File: src/rtl/elevator_pkg.sv
// Shared types and constants for the elevator motion controller.
package elevator_pkg;

    localparam int NUM_FLOORS = 7;
    localparam int FLOOR_W    = 3;

    typedef logic [FLOOR_W-1:0] floor_t;

    typedef enum logic [1:0] {
        IDLE,
        MOVE,
        ARRIVE,
        DOOR_OPEN
    } motion_state_t;

    localparam floor_t TOP_FLOOR = floor_t'(NUM_FLOORS - 1);

    function automatic logic [NUM_FLOORS-1:0] floor_onehot(input floor_t f);
        logic [NUM_FLOORS-1:0] one;
        one = 1;
        return one << f;
    endfunction

endpackage

File: src/rtl/elevator_timer.sv
// Loadable 8-bit down-counter; load wins over enable and the count holds at zero.
module elevator_timer (
    input  logic       clk,
    input  logic       rst,
    input  logic       load,
    input  logic       en,
    input  logic [7:0] load_val,
    output logic       zero
);

    logic [7:0] count_q, count_d;

    always_comb begin
        count_d = count_q;
        if (load)
            count_d = load_val;
        else if (en && count_q != 8'd0)
            count_d = count_q - 8'd1;
    end

    always_ff @(posedge clk) begin
        if (rst)
            count_q <= 8'd0;
        else
            count_q <= count_d;
    end

    assign zero = (count_q == 8'd0);

endmodule

File: src/rtl/elevator_motion_ctrl.sv
// Elevator car motion FSM: travels one floor at a time, opens the door at requested
// floors and refuses moves that would leave the shaft.
module elevator_motion_ctrl
    import elevator_pkg::*;
#(
    parameter int TRAVEL_CYCLES = 8,
    parameter int DOOR_CYCLES   = 4
) (
    input  logic                  clk,
    input  logic                  rst,
    input  logic [NUM_FLOORS-1:0] queue_status,
    input  logic                  next_up_ndown,
    input  logic                  queue_empty,
    input  logic                  door_hold,
    output logic [FLOOR_W-1:0]    current_floor,
    output logic                  current_up_ndown,
    output logic                  moving,
    output logic                  door_open,
    output logic [NUM_FLOORS-1:0] clear_req,
    output logic                  bound_err
);

    motion_state_t         state_q, state_d;
    floor_t                floor_q, floor_d;
    logic                  dir_q, dir_d;
    logic                  moving_q, moving_d;
    logic                  door_q, door_d;
    logic [NUM_FLOORS-1:0] clr_q, clr_d;
    logic                  berr_q, berr_d;

    logic travel_load, travel_zero;
    logic door_load, door_zero;
    logic req_here, rereq, blocked;

    assign req_here = queue_status[floor_q];
    // The queue only drops the bit at the end of the pulse cycle, so a request
    // seen while its own clear is in flight is not a new request.
    assign rereq    = req_here && !clr_q[floor_q];
    assign blocked  = next_up_ndown ? (floor_q == TOP_FLOOR) : (floor_q == floor_t'(0));

    always_comb begin
        state_d     = state_q;
        floor_d     = floor_q;
        dir_d       = dir_q;
        clr_d       = '0;
        berr_d      = berr_q;
        travel_load = 1'b0;
        door_load   = 1'b0;
        case (state_q)
            IDLE, ARRIVE: begin
                if (req_here) begin
                    state_d   = DOOR_OPEN;
                    door_load = 1'b1;
                    clr_d     = floor_onehot(floor_q);
                end else if (!queue_empty) begin
                    if (blocked) begin
                        berr_d  = 1'b1;
                        state_d = IDLE;
                    end else begin
                        dir_d       = next_up_ndown;
                        state_d     = MOVE;
                        travel_load = 1'b1;
                    end
                end else begin
                    state_d = IDLE;
                end
            end
            MOVE: begin
                if (travel_zero) begin
                    floor_d = dir_q ? floor_q + floor_t'(1) : floor_q - floor_t'(1);
                    state_d = ARRIVE;
                end
            end
            DOOR_OPEN: begin
                if (door_hold || rereq) begin
                    door_load = 1'b1;
                    if (rereq)
                        clr_d = floor_onehot(floor_q);
                end else if (door_zero) begin
                    state_d = IDLE;
                end
            end
            default: state_d = IDLE;
        endcase
        moving_d = (state_d == MOVE);
        door_d   = (state_d == DOOR_OPEN);
    end

    always_ff @(posedge clk) begin
        if (rst) begin
            state_q  <= IDLE;
            floor_q  <= '0;
            dir_q    <= 1'b1;
            moving_q <= 1'b0;
            door_q   <= 1'b0;
            clr_q    <= '0;
            berr_q   <= 1'b0;
        end else begin
            state_q  <= state_d;
            floor_q  <= floor_d;
            dir_q    <= dir_d;
            moving_q <= moving_d;
            door_q   <= door_d;
            clr_q    <= clr_d;
            berr_q   <= berr_d;
        end
    end

    elevator_timer u_travel_timer (
        .clk      (clk),
        .rst      (rst),
        .load     (travel_load),
        .en       (state_q == MOVE),
        .load_val (8'(TRAVEL_CYCLES - 1)),
        .zero     (travel_zero)
    );

    elevator_timer u_door_timer (
        .clk      (clk),
        .rst      (rst),
        .load     (door_load),
        .en       (state_q == DOOR_OPEN),
        .load_val (8'(DOOR_CYCLES - 1)),
        .zero     (door_zero)
    );

    assign current_floor    = floor_q;
    assign current_up_ndown = dir_q;
    assign moving           = moving_q;
    assign door_open        = door_q;
    assign clear_req        = clr_q;
    assign bound_err        = berr_q;

endmodule

File: config.mk
export PLATFORM = sky130hd
export DESIGN_NAME = elevator_motion_ctrl
export DESIGN_NICKNAME = d
export VERILOG_FILES = /design/src/rtl/elevator_pkg.sv /design/src/rtl/elevator_timer.sv /design/src/rtl/elevator_motion_ctrl.sv
export SDC_FILE = /design/constraint.sdc
export NUM_CORES = 1
export LEC_CHECK = 0
export CAP_MARGIN = 20
export CORE_MARGIN = 10
export CORE_UTILIZATION = 40
export CTS_CLUSTER_SIZE = 40
export DETAILED_ROUTE_END_ITERATION = 12
export PLACE_DENSITY = 0.59
export SLEW_MARGIN = 15
export SYNTH_ARGS = -nofsm -noshare
export SYNTH_HDL_FRONTEND = slang
export SYNTH_HIERARCHICAL = 1
export SYNTH_SLANG_ARGS = --single-unit
File: constraint.sdc
create_clock -name clk -period 7.7 [get_ports clk]
set_clock_uncertainty 0.2 [all_clocks]
set_input_delay 2.31 -clock clk [delete_from_list [all_inputs] [get_ports clk]]
set_output_delay 2.31 -clock clk [all_outputs]
set_load 0.005 [all_outputs]
==> results of run 1 <==
==> power by group through the flow <==
stage	Sequential, W	Combinational (W)	Clock [W]
after floorplan	0.000273	0.000369	0
after global placement	0.000295	0.000453	0
final	0.000291	0.000456	0.000134
after detailed placement	0.000295	0.000454	0
after global routing	0.000302	0.000511	0.000148
after CTS	0.000292	0.000456	0.000139
==> worst reg2reg max path: cells and delay by family, from the launching register on <==
kind / cells / cell delay (ns)
buffers and inverters: 1 / 0.23
multiplexers: 1 / 0.16
AND/OR/NAND/NOR: 1 / 0.48
AO/OA/AOI/OAI: 5 / 1.04
flip-flops: 1 / 0.76
==> worst max-delay path by stage <==
stage	start	to	slack (ns)	depth (start not counted)
after floorplan	queue_status[3]	u_door_timer/count_q[1]	3.56	9
after global placement	queue_status[3]	u_door_timer/count_q[1]	2.41	8
after detailed placement	queue_status[3]	u_door_timer/count_q[1]	2.40	8
after CTS	queue_status[2]	u_door_timer/count_q[1]	2.70	8
after global routing	queue_status[2]	u_door_timer/count_q[1]	3.13	9
final	queue_status[2]	u_door_timer/count_q[1]	3.28	9
==> state kept, by name (all words and copies together), names as in the netlist <==
signal / flops
current_up_ndown: 1
u_travel_timer/count_q: 8
state_q: 2
bound_err: 1
door_open: 1
clear_req: 7
current_floor: 3
moving: 1
u_door_timer/count_q: 8
==> layout by cell type, fill, tap and decap left out, types with 3 or more instances in the layout <==
cell type,count
inv_1,12
clkdlybuf4s50_1,25
mux2i_1,8
o21ai_0,9
ha_1,4
o21a_1,3
xnor2_1,6
o211ai_1,4
nand2_1,15
clkbuf_8,6
a21oi_1,15
or4_2,4
nor3_1,3
conb_1,16
or3_2,4
nand4b_1,3
or4_1,5
nor4_1,3
nor2_1,22
dfxtp_1,32
a311oi_1,4
nor3b_1,7
==> per-stage QoR <==
stage                power, W  hold WS [ns]
floorplan           0.0006416        0.2797
global placement    0.0007486        0.3092
detailed placement  0.0007483        0.3101
CTS                 0.0008873        0.3219
global route        0.0009610        0.3560
finish              0.0008812        0.3207
==> layout make-up <==
type	instances	area (um^2)
clock buffer	6	82.58
clock inverter	2	10.01
fill	463	2310
inverter	14	52.55
multi-input combinational	174	1227
sequential	32	640.6
tap	54	67.56
timing repair buffer	28	270.3
==> logic make-up after synthesis <==
| family | after synthesis |
|---|---|
| xor+xnor | 8 |
| buf+inv | 21 |
| simple gates | 85 |
| mux | 8 |
| other cells | 2 |
| compound gates | 52 |
| flops | 32 |
| fa+ha+maj | 5 |
==> metal layers <==
layer / wire, um / GRT usage [%]
met5: 0 / 0
met4: 70 / 4.769
met3: 242 / 3.737
met2: 1859 / 17.82
met1: 2114 / 14.11
==> results_dict.tcl, run 1 <==
set metrics [dict create \
    status "complete, no violations" \
    max_stage_delay_ns 0.46 \
    p_int_w 0.0005128 \
    worstReg2RegEnd "u_door_timer/count_q[2]" \
    synth_top_area_share_pct 33.68 \
    grt_use_total_pct 11.42 \
    antenna_found_initial 0 \
    pwr-share-comb_pct 51.7 \
    firstDrtPassIters 4 \
    grt_max_degree 28 \
    crit_top_cell "o21ai_0" \
    r2r-start "current_floor[0]" \
    synth_compound_area_share_pct 22.83 \
    p_seq_share_pct 33.1 \
    startpoint_type "input port" \
    crit_family "compound AO/OA/AOI/OAI gates" \
    initial_utilization_pct 40.81 \
    crit_fanout 9 \
    ioPinCount 26 \
    p_sw_w 0.0003683 \
    std_cell_rows 25 \
    yosys.area_share.simple_pct 26.97 \
    die_h_um 88.96 \
    yosysMostFrequentCell "dfxtp_1" \
    first_iter_violations 121 \
    synth-seq-cells 32 \
    cts_resized 0 \
    path_buf_inv 2 \
    synthAdderAreaFrac_pct 3.684 \
    synth-edff-count 0 \
    vias_per_cell 5.168 \
    async_flop_share_pct 0 \
    worstSetupEndpointType "flop" \
    drc 0 \
    insertion_delay_ns 0.29 \
    hold_depth 2 \
    final_util_pct 50.44 \
    grt_pass1_vias 1472 \
    via_count 1602 \
    synth_area_leaders "dfxtp_1 34%, nor2_1 4.3%, mux2i_1 4.2%, a21oi_1 3.9%, nand2_1 3.0%" \
    wl_per_cell_um 13.83 \
    fin_area_um2 2351 \
    cpMaxStageDelayCell "clkdlybuf4s50_1" \
    drv_slew 0 \
    synth_cell_types 51 \
    dp_cells 301 \
    synthXorXnorAreaFrac_pct 3.684 \
    synthCells 213 \
    grt_pass1_wl_um 7051 \
    worstSetupPathType "input port to flop" \
    cts_buffers 5 \
    synth_warnings 6 \
    clk_pin_slew_ns 0.07 \
    core-area_um2 4661 \
    insertedDiodeCount 0 \
    overflow 0 \
    finalWirelength_um 4286 \
    setup_slack_ns 3.276 \
    cp_cell_sequence "clkdlybuf4s50_1 > mux2i_1 > a22oi_2 > o211a_4 > o21ai_0 > o21ai_0 > clkinv_1 > nand4b_1 > o211ai_1" \
    ys.flop_type "dfxtp_1" \
    place_congestion 0.7678 \
    synth_top_area_cell "dfxtp_1" \
    fin_crit_sh_pct 57.45 \
    syn_area_per_cell_um2 8.929 \
    tightest_slew_ns 0.6863 \
    hold-path-endpoint "u_door_timer/count_q[5]" \
    slew_headroom_pct 54.18 \
    seq_area_frac_synth_pct 33.68 \
    final_antenna_net_count 0 \
    min-delay-start "u_door_timer/count_q[5]" \
    cts-root-buf "clkbuf_8" \
    ir_drop_v 0.0001674 \
    switching_share_pct 41.80 \
    layout.nets 272 \
    fp.dieW_um 88.96 \
    period_needed_ns 4.424 \
    max_clock_freq_ghz 0.2261 \
    cts_hold_buf 0 \
    powerDensity_nw_per_um2 374.8 \
    placed_area_um2 2253 \
    syn_area_um2 1902 \
    port_buffers 25 \
    rsz0062_at_grt "false" \
    rr_worst_depth 8 \
    post-dp-hpwl_um 3077 \
    synth_common_cells "32 x dfxtp_1, 22 x nor2_1, 15 x a21oi_1, 15 x nand2_1, 12 x inv_1" \
    p_leak_nw 0.8555 \
    reg2reg_setup_slack_ns 4.76 \
    cts.sinks 32 \
    muxShareOfSynthArea_pct 4.211 \
    dp_slack_ns 2.405 \
    ctsLongestPathBuffers 2 \
    htreeDepth 2 \
    instances_no_fill 310 \
    hold_path_class "flop to flop" \
    drive_gt1_share_pct 13.67 \
    post_cts_buffers 0 \
    power_frac_clock_pct 15.2 \
    synth_top_family_by_area "simple AND/OR/NAND/NOR gates" \
    hold_violations 0 \
    arrival_ns 4.39 \
    cp.required_ns 7.66 \
    dieArea_um2 7913 \
    cap_violations 0 \
    cts_tree "done" \
    report.final.setup_viol 0 \
    synthToLayoutAreaGrowth_pct 23.62 \
    totalNegativeSetupSlack_ns 0 \
]
Power figures use the tool's default switching activity.
==> run 2, diff against run 1 <==
Clock period 7.7 ns to 4.43 ns, I/O delays scaled along.
==> results_dict.tcl, run 2 (same netlist as run 1, synthesis figures left out) <==
set metrics [dict create \
    status "complete, no violations" \
    cts_buffers 5 \
    antenna_found_initial 0 \
    grt_use_total_pct 11.46 \
    layout.nets 271 \
    fin_crit_sh_pct 90.87 \
    dieArea_um2 7913 \
    arrival_ns 3.96 \
    insertion_delay_ns 0.29 \
    first_iter_violations 54 \
    fillers 465 \
    finalWirelength_um 4263 \
    cts_hold_buf 0 \
    max_clock_freq_ghz 0.2484 \
    worstSetupEndpointType "flop" \
    wl_per_cell_um 13.80 \
    crit_fanout 11 \
    p_leak_nw 0.8513 \
    ioPinCount 26 \
    cts-root-buf "clkbuf_8" \
    post_cts_buffers 0 \
    initial_utilization_pct 40.81 \
    rsz0062_at_grt "false" \
    worstSetupPathType "input port to flop" \
    std_cell_rows 25 \
    htreeDepth 2 \
    report.final.setup_viol 0 \
    startpoint_type "input port" \
    synthToLayoutAreaGrowth_pct 23.36 \
    hold_path_class "flop to flop" \
    core-area_um2 4661 \
    tightest_slew_ns 0.9710 \
    grt_max_degree 20 \
    firstDrtPassIters 4 \
    totalNegativeSetupSlack_ns 0 \
    drv_slew 0 \
    powerDensity_nw_per_um2 652.1 \
    final_antenna_net_count 0 \
    hold_violations 0 \
    vias_per_cell 5.259 \
    insertedDiodeCount 0 \
    ir_drop_v 0.0002590 \
    layout_common_cells "32 x dfxtp_1, 25 x clkdlybuf4s50_1, 22 x nor2_1, 16 x conb_1" \
    overflow 0 \
    ctsLongestPathBuffers 2 \
    cts.sinks 32 \
    place_congestion 0.8449 \
    post-dp-hpwl_um 3192 \
    mostFrequentLayoutCell "dfxtp_1" \
    cap_violations 0 \
    cp.required_ns 4.37 \
    final_util_pct 50.34 \
    port_buffers 25 \
    cts_resized 0 \
    period_needed_ns 4.026 \
    grt_pass1_wl_um 7217 \
    via_count 1625 \
    grt_pass1_vias 1502 \
    clk_pin_slew_ns 0.06 \
    drc 0 \
    drive_gt1_share_pct 13.33 \
    fp.dieW_um 88.96 \
    cts_tree "done" \
    slew_headroom_pct 34.58 \
    die_h_um 88.96 \
]
==> run 2: cell count changes in the layout (fill, tap and decap cells not counted) <==
cell,previous run,this run
clkbuf_2,1,0
==> run 2: layout make-up <==
class | count | area (um^2) | share of cell area (%)
Multi-Input combinational cell | 174 | 1227 | 52.32
Clock inverter | 2 | 10.01 | 0.4267
Tap cell | 54 | 67.56 | 2.880
Inverter | 14 | 52.55 | 2.240
Timing Repair Buffer | 27 | 265.3 | 11.31
Clock buffer | 6 | 82.58 | 3.520
Sequential cell | 32 | 640.6 | 27.31
==> run 2: routing by layer <==
| layer | wire length, um | track usage (%) | vias to the layer above | share of wire, % |
|---|---|---|---|---|
| met4 | 87 | 4.769 | 0 | 2.0 |
| met5 | 0 | 0 | - | 0 |
| met1 | 2094 | 14.53 | 739 | 49 |
| li1 | - | - | 849 | - |
| met2 | 1851 | 17.75 | 28 | 43 |
| met3 | 231 | 3.282 | 9 | 5.4 |
==> run 2: path summary, 6_finish.rpt <==
kind,slack (ns),endpoint,from,cells past startpoint
worst max-delay path,0.40,u_door_timer/count_q[1],queue_status[3],8
worst min-delay path,0.31,u_door_timer/count_q[5],u_door_timer/count_q[5],2
worst max register to register,1.02,u_door_timer/count_q[1],current_floor[0],7
worst min register to register,0.31,u_door_timer/count_q[5],u_door_timer/count_q[5],2
==> run 2: critical path, cell delays in order <==
cell and delay (ns):
clkdlybuf4s50_1 0.45, mux2i_1 0.08, a22oi_2 0.33, nand2_2 0.14, o21ai_0 0.78, clkinv_1 0.51
nand4b_1 0.23, o211ai_1 0.10
==> run 2: stage by stage <==
stage                     cells  power, W  setup WS [ns]  hold slack [ns]  cell area [um^2]
after floorplan             227  0.001115          1.269           0.2797              1954
after global placement      301  0.001306         0.1209           0.3100              2253
after detailed placement    301  0.001308        0.07114           0.3087              2253
after CTS                   309  0.001545         0.3829           0.3182              2346
after global routing        309  0.001671        0.04761           0.3519              2346
final                       309  0.001530         0.4043           0.3148              2346
==> run 2: report_power, final <==
| group | internal [W] | switching (W) |
|---|---|---|
| Sequential | 0.000382 | 0.000123 |
| Combinational | 0.000382 | 0.000408 |
| Clock | 0.000124 | 0.000111 |
| Total | 0.000888 | 0.000642 |
